### src/rtl/jpeg_idct_x_sched.sv
// Row-pass scheduler: reads an 8x8 block as 16 half-rows and issues each row to the row IDCT as two paced beats.
// Define JPEG_IDCT_X_SCHED_STATS_EN to add the blocks_o / rows_o activity counters.
module jpeg_idct_x_sched #(
    parameter int ROW_CYCLES = 12,
    parameter int COEF_W     = 16
) (
    input  logic              clk_i,
    input  logic              rst_ni,
    input  logic              flush_i,
    input  logic              block_valid_i,
    output logic              block_ready_o,
    output logic              rd_en_o,
    output logic [3:0]        rd_addr_o,
    input  logic [COEF_W-1:0] rd_data0_i,
    input  logic [COEF_W-1:0] rd_data1_i,
    input  logic [COEF_W-1:0] rd_data2_i,
    input  logic [COEF_W-1:0] rd_data3_i,
    output logic              idct_valid_o,
    output logic [COEF_W-1:0] idct_data0_o,
    output logic [COEF_W-1:0] idct_data1_o,
    output logic [COEF_W-1:0] idct_data2_o,
    output logic [COEF_W-1:0] idct_data3_o,
    output logic [2:0]        idct_idx_o,
    output logic              busy_o,
    output logic              block_done_o
`ifdef JPEG_IDCT_X_SCHED_STATS_EN
    ,
    output logic [15:0]       blocks_o,
    output logic [19:0]       rows_o
`endif
);

    // A row needs at least RD0, RD1, BEAT, BEAT1 before the next one may start.
    localparam int RC = (ROW_CYCLES < 4) ? 4 : ROW_CYCLES;
    localparam int PW = $clog2(RC);
    localparam logic [PW-1:0] PACE_LOAD = PW'(RC - 1);

    typedef enum logic [2:0] {
        S_IDLE,
        S_RD0,
        S_RD1,
        S_BEAT,
        S_BEAT1,
        S_WAIT
    } state_t;

    state_t             r_state;
    state_t             w_nextState;
    logic [2:0]         r_row;
    logic [PW-1:0]      r_pace;
    logic               r_done;
    logic [COEF_W-1:0]  r_data [4];
    logic [COEF_W-1:0]  w_rdData [4];
    logic               w_ready;
    logic               w_handshake;
    logic               w_rowEnd;
    logic               w_lastRow;

    assign w_rdData[0] = rd_data0_i;
    assign w_rdData[1] = rd_data1_i;
    assign w_rdData[2] = rd_data2_i;
    assign w_rdData[3] = rd_data3_i;

    assign w_ready     = (r_state == S_IDLE) && !flush_i;
    assign w_handshake = w_ready && block_valid_i;
    assign w_lastRow   = (r_row == 3'd7);
    // The pacing window closes one cycle before the counter would reach zero, so the next RD0 lands exactly RC cycles later.
    assign w_rowEnd    = ((r_state == S_BEAT1) || (r_state == S_WAIT)) && (r_pace == PW'(1));

    always_ff @(posedge clk_i or negedge rst_ni) begin
        if (!rst_ni) r_state <= S_IDLE;
        else         r_state <= w_nextState;
    end

    always_comb begin
        w_nextState = r_state;
        case (r_state)
            S_IDLE:  if (w_handshake) w_nextState = S_RD0;
            S_RD0:   w_nextState = S_RD1;
            S_RD1:   w_nextState = S_BEAT;
            S_BEAT:  w_nextState = S_BEAT1;
            S_BEAT1, S_WAIT: begin
                if (w_rowEnd) w_nextState = w_lastRow ? S_IDLE : S_RD0;
                else          w_nextState = S_WAIT;
            end
            default: w_nextState = S_IDLE;
        endcase
        if (flush_i) w_nextState = S_IDLE;
    end

    always_ff @(posedge clk_i or negedge rst_ni) begin
        if (!rst_ni) begin
            r_row  <= 3'd0;
            r_pace <= '0;
            r_done <= 1'b0;
        end else begin
            r_done <= !flush_i && w_rowEnd && w_lastRow;
            if (r_state == S_RD0)  r_pace <= PACE_LOAD;
            else if (r_pace != '0) r_pace <= r_pace - PW'(1);
            if (flush_i)           r_row <= 3'd0;
            else if (w_rowEnd)     r_row <= w_lastRow ? 3'd0 : r_row + 3'd1;
        end
    end

    // Half-0 returns during RD1 and half-1 during BEAT; each is held for its beat.
    always_ff @(posedge clk_i or negedge rst_ni) begin
        if (!rst_ni) begin
            for (int j = 0; j < 4; j++) r_data[j] <= '0;
        end else if ((r_state == S_RD1) || (r_state == S_BEAT)) begin
            for (int j = 0; j < 4; j++) r_data[j] <= w_rdData[j];
        end
    end

    assign block_ready_o = w_ready;
    assign busy_o        = (r_state != S_IDLE);
    assign rd_en_o       = (r_state == S_RD0) || (r_state == S_RD1);
    assign rd_addr_o     = rd_en_o ? {r_row, (r_state == S_RD1)} : 4'd0;
    assign idct_valid_o  = (r_state == S_BEAT) || (r_state == S_BEAT1);
    assign idct_data0_o  = r_data[0];
    assign idct_data1_o  = r_data[1];
    assign idct_data2_o  = r_data[2];
    assign idct_data3_o  = r_data[3];
    assign idct_idx_o    = r_row;
    assign block_done_o  = r_done;

`ifdef JPEG_IDCT_X_SCHED_STATS_EN
    logic [15:0] r_blocks;
    logic [19:0] r_rows;

    // Counters survive flush on purpose; only reset clears them.
    always_ff @(posedge clk_i or negedge rst_ni) begin
        if (!rst_ni) begin
            r_blocks <= 16'd0;
            r_rows   <= 20'd0;
        end else begin
            if (r_done)              r_blocks <= r_blocks + 16'd1;
            if (r_state == S_BEAT1)  r_rows   <= r_rows + 20'd1;
        end
    end

    assign blocks_o = r_blocks;
    assign rows_o   = r_rows;
`endif

endmodule

### config.mk
export PLATFORM = sky130hd
export DESIGN_NAME = jpeg_idct_x_sched
export DESIGN_NICKNAME = d
export VERILOG_FILES = /design/src/rtl/jpeg_idct_x_sched.sv
export SDC_FILE = /design/constraint.sdc
export NUM_CORES = 1
export LEC_CHECK = 0
export BUFFER_PORTS_ARGS = -buffer_cell sky130_fd_sc_hd__buf_2
export CAP_MARGIN = 20
export CORE_MARGIN = 4
export CORE_UTILIZATION = 35
export DETAILED_ROUTE_END_ITERATION = 12
export MAX_ROUTING_LAYER = met4
export PLACE_DENSITY_LB_ADDON = 0.05
export SYNTH_ARGS = -nofsm -noshare
export SYNTH_HDL_FRONTEND = slang
export SYNTH_SLANG_ARGS = --single-unit
### constraint.sdc
create_clock -name clk_i -period 1.6 [get_ports clk_i]
set_input_delay 0.24 -clock clk_i [delete_from_list [all_inputs] [get_ports clk_i]]
set_output_delay 0.24 -clock clk_i [all_outputs]
set_load 0.01 [all_outputs]
==> run metrics, run 1 <==
Ports=144; startpoint types=flop; die area=10100 um2; Detailed Route Iter0 Violations=24; initial antenna violation count=0; CTS tree=yes; final hold vios=0; Final Setup Violations=6; Synth Warn #=0; Highest Signal Layer=met4; Max Slew Vio Count=0; CP Data Required Time=1360 ps; Overflow after GRT=0; CP arrival=1390 ps; Detail Placement HPWL=4850 um; WHS Path Cells=2; P_leak=2.04 nW; CTS H-tree lvls=3; Total Power=7.62 mW; worst setup margin=-31.1 ps; antenna viol nets, final=0; Total GRT Usage=13.8%; Worst-Skew Late Latency=340 ps; via count=2150; clock slew at reported path FFs=80 ps; Initial Util=36.1%; Distinct cells, synth=26; mean post-synth cell area=14.8 um2; Finished Layout Cells=471; classification of the worst setup path=reg2out; area of the core=8260 um2; RSZ-0062 raised after global routing=true; CTS max path bufs=2; routed wire length on met3=600 um; DR DRC count=0; first-pass GRT wire length=10800 um; commonest non-fill, non-tap cells in the layout=buf_2 (142), dfrtp_1 (72), mux2_2 (64); Fmax=613 MHz; met2 WL=3110 um; Die X=100 um; pin count of the biggest net entering global routing=76; EDFF count, synth=0; commonest non-fill, non-tap cell in the layout=buf_2; TNS Setup=-109 ps; # placed instances=451; Post-Route M1 WL=2950 um; Worst IR Drop VDD=0.976 mV; Area Growth Syn to Fin=39.9%; worst relative slew slack=73.7%; mapped cell area=2980 um2; CP endpoint kind=output pin; Wirelength per Cell=14.3 um; vias in the first global route=2208; cell row count=33; layout cell share with drive strength beyond 1=67.8%; Post-Syn Nets=274; fin crit period=1630 ps; max cap viols=0; Nets=434; Antenna diodes=0; PD cells=1830 nW/um2; Fill cells=774; Synth async-reset ratio=100%; Port-buffer cells=143; crit-path max FO=6; r2r worst-path depth=5; Post-synth top flop=dfrtp_1; Final Wtd Congestion=0.720; number of cells produced by synthesis=201; CTS root buf=clkbuf_8; Clock Skew=9.15 ps; final core occ=50.5%; #FFs+latches synth=75; CTS Buf Count=9; worst slew pin tran=393 ps; status=finished, violations left; post-synthesis sequential area ratio=63.0%; CTS Sinks=75; HP Class=in2reg; Tcrit/Tclk final=102%; drt total wl=6730 um; Via density=4.56; drt pass-1 iters=4; Die Span Y=100 um; violated checks=setup timing
sequential cells by signal, indices dropped and copies added (netlist names):
name and flops:
block_done_o 1, idct_data0_o 16, idct_data1_o 16, idct_data2_o 16, idct_data3_o 16, idct_idx_o 3, r_pace 4, r_state 3
final cells by class:
cell class                      count  area, um2  share of cell area (%)
Clock buffer                       11        141                    3.39
Clock inverter                      5       61.3                    1.47
Inverter                            2       7.51                   0.180
Multi-Input combinational cell    116       1090                    26.2
Sequential cell                    75       1880                    45.1
Tap cell                          105        131                    3.15
Timing Repair Buffer              157        855                    20.5
Yosys cell counts (2+ instances only):
master / number / share of area [%]
dfrtp_1: 75 / 63
mux2_2: 64 / 24
buf_2: 7 / 1.2
nand2_1: 6 / 0.76
a21oi_1: 5 / 0.84
ha_1: 5 / 2.1
nor2_1: 5 / 0.63
o21ai_0: 5 / 0.84
and2_1: 4 / 0.84
nand2b_1: 3 / 0.63
inv_1: 2 / 0.25
nand3_1: 2 / 0.34
nor2b_1: 2 / 0.42
nor3_1: 2 / 0.34
nor3b_1: 2 / 0.50
xnor2_1: 2 / 0.59
critical path, stage by stage, from the launching register on:
cell     delay, ps
dfrtp_2        460
or3_4          390
nor2_2          80
buf_2          130
logic make-up (layout without fill, tap and decap cells):
group / after synthesis / after routing / share of synthesized area [%]
flip-flops: 75 / 75 / 63.0
adder cells (fa/ha/maj): 5 / 5 / 2.10
AO/OA/AOI/OAI: 13 / 13 / 2.43
multiplexers: 65 / 65 / 24.5
buffers and inverters: 10 / 175 / 1.55
AND/OR/NAND/NOR: 31 / 31 / 5.84
XOR/XNOR: 2 / 2 / 0.588
power breakdown:
group | switching [mW] | internal, mW | total (mW)
sequential | 0.402 | 2.78 | 3.18
combinational | 1.37 | 1.59 | 2.95
clock | 0.715 | 0.769 | 1.48
worst paths after layout:
path	from	slack (ps)	endpoint
worst max register to register	r_pace[1]$_DFFE_PN0P_	-20	idct_idx_o[0]$_DFFE_PN0P_
worst max-delay path	r_state[1]$_DFFE_PN0P_	-30	block_ready_o
max in group asynchronous	rst_ni	820	r_state[2]$_DFFE_PN0P_
min in group asynchronous	rst_ni	450	idct_data1_o[13]$_DFFE_PN0P_
worst min register to register	idct_data2_o[3]$_DFFE_PN0P_	500	idct_data2_o[3]$_DFFE_PN0P_
worst min-delay path	rd_data1_i[12]	120	idct_data1_o[12]$_DFFE_PN0P_
metrics by stage:
stage                     setup WS, ps  hold WS (ps)  area, um2
after floorplan                  -20.2         -55.6       2980
after detailed placement         -7.09           308       3900
final                            -31.1           124       4170
after global routing              -103           108       4170
after global placement            16.7           315       3900
after CTS                        -64.7           106       4150
per-layer routing:
layer	global-route usage, %	up-vias
li1	-	1027
met1	17.8	1026
met2	20.7	87
met3	3.96	10
met4	4.97	0
met5	-	-
what timing repair did:
item / in CTS / in global routing
pin swaps: 5 / 3
hold buffers: 1 / 0
hold endpoints to repair: 75 / 0
gates resized for setup: 8 / 4
buffers inserted: 2 / 1
setup endpoints to repair: 7 / 10
No activity file was read; power rests on OpenSTA's default activity.
==> inputs of run 2 (changes only) <==
--- a/config.mk
+++ b/config.mk
@@ -11,7 +11,7 @@
 export CORE_UTILIZATION = 35
 export DETAILED_ROUTE_END_ITERATION = 12
 export MAX_ROUTING_LAYER = met4
-export PLACE_DENSITY_LB_ADDON = 0.05
+export PLACE_DENSITY_LB_ADDON = 0.2
 export SYNTH_ARGS = -nofsm -noshare
 export SYNTH_HDL_FRONTEND = slang
 export SYNTH_SLANG_ARGS = --single-unit
==> run metrics, run 2 (synthesis results as in run 1) <==
CTS Sinks=75; Die X=100 um; commonest non-fill, non-tap cell in the layout=buf_2; CP endpoint kind=output pin; via count=2142; crit-path max FO=6; CTS Buf Count=9; max cap viols=0; Initial Util=36.1%; Total GRT Usage=13.8%; Tcrit/Tclk final=103%; HP Class=in2reg; vias in the first global route=2188; Final Setup Violations=5; Port-buffer cells=143; commonest non-fill, non-tap cells in the layout=buf_2 (141), dfrtp_1 (73), mux2_2 (64); CTS max path bufs=2; drt total wl=6510 um; layout cell share with drive strength beyond 1=68.4%; CP peak stage delay=390 ps; Max Slew Vio Count=0; RSZ-0062 raised after global routing=true; Via density=4.51; violated checks=setup timing; Antenna diodes=0; Ports=144; cells along the critical path=buf_6 -> or3_4 -> nor2_1 -> buf_2; Die Span Y=100 um; Clock Skew=5.57 ps; # placed instances=451; Overflow after GRT=0; Wirelength per Cell=13.7 um; final core occ=51.6%; P_leak=2.09 nW; first-pass GRT wire length=10500 um; worst r2r dst=idct_idx_o[0]$_DFFE_PN0P_; cell row count=33; crit path max-delay cell type=dfrtp_1; CP arrival=1410 ps; end point of the critical path=block_ready_o; antenna viol nets, final=0; Area Growth Syn to Fin=43.1%; PD cells=1810 nW/um2; Setup crit start=r_state[1]$_DFFE_PN0P_; classification of the worst setup path=reg2out; Worst IR Drop VDD=0.874 mV; CP bufs+invs=2; CTS root buf=clkbuf_8; Top Family by Delay on Critical Path=simple AND/OR/NAND/NOR gates; clock slew at reported path FFs=80 ps; reg2reg start=r_pace[1]$_DFFE_PN0P_; status=finished, violations left; final hold vios=0; Worst-Skew Late Latency=340 ps; drt pass-1 iters=3; fin crit period=1650 ps; Finished Layout Cells=475; die area=10100 um2; Final Wtd Congestion=0.704; initial antenna violation count=0; worst slew pin tran=408 ps; Crit path depth=4; Fmax=607 MHz; DR DRC count=0; Nets=439; Detailed Route Iter0 Violations=59; worst setup margin=-46.8 ps; CTS tree=yes; Detail Placement HPWL=4630 um; startpoint types=flop; pin count of the biggest net entering global routing=76; CP Data Required Time=1360 ps; area of the core=8260 um2; worst relative slew slack=72.8%; r2r worst-path depth=5; CTS H-tree lvls=3; R2R setup slack=-50 ps
run 2: worst register-to-register path: stages, from the launching register on:
cell,delay [ps]
dfrtp_1,390
inv_2,60
ha_2,160
or3b_4,370
or4_4,480
a21oi_2,120
run 2: cell type report:
cell class	count	area (um2)
fill	764	3990
clock buffer	10	138
tap	105	131
sequential	75	1880
clock inverter	5	77.6
multi-input combinational	116	1090
timing repair buffer	162	936
inverter	2	7.51
run 2: worst min path at each step:
stage / startpoint / endpoint / slack, ps / cells after the start
finish: rd_data0_i[11] / idct_data0_o[11]$_DFFE_PN0P_ / 120 / 2
global route: rd_data3_i[3] / idct_data3_o[3]$_DFFE_PN0P_ / 100 / 2
CTS: rd_data0_i[11] / idct_data0_o[11]$_DFFE_PN0P_ / 100 / 2
detailed placement: rst_ni / idct_data3_o[11]$_DFFE_PN0P_ / 290 / 2
global placement: rst_ni / idct_data3_o[11]$_DFFE_PN0P_ / 290 / 2
floorplan: rst_ni / block_done_o$_DFF_PN0_ / -60 / 0
run 2: stage by stage:
stage	instance area [um2]	setup WS (ps)	total power [mW]	TNS (ps)	hold slack, ps
after floorplan	2980	-20.2	4.81	-20.2	-55.6
after global placement	3910	5.71	6.08	0	291
after detailed placement	3910	-37.5	6.15	-37.5	290
after CTS	4230	-74.5	7.85	-395	99.2
after global routing	4260	-124	8.31	-734	104
final	4260	-46.8	7.73	-188	123
run 2: metal layers:
metal,vias up,global-route usage [%],wire [um]
met4,0,7.15,125
met1,1019,16.3,2710
met5,-,-,0
met3,7,4.45,611
li1,1032,-,-
met2,84,21.2,3060
run 2: timing repair:
item,in CTS,in global routing
endpoints found under the setup margin,8,9
buffers inserted,5,2
cloned,1,0
pin swaps,6,3
resized for setup,6,7
hold buffers,1,0
endpoints found under the hold margin,75,0
run 2: where the power goes:
group	internal, mW	switching [mW]
logic	1.64	1.35
registers	2.78	0.397
clock network	0.907	0.655
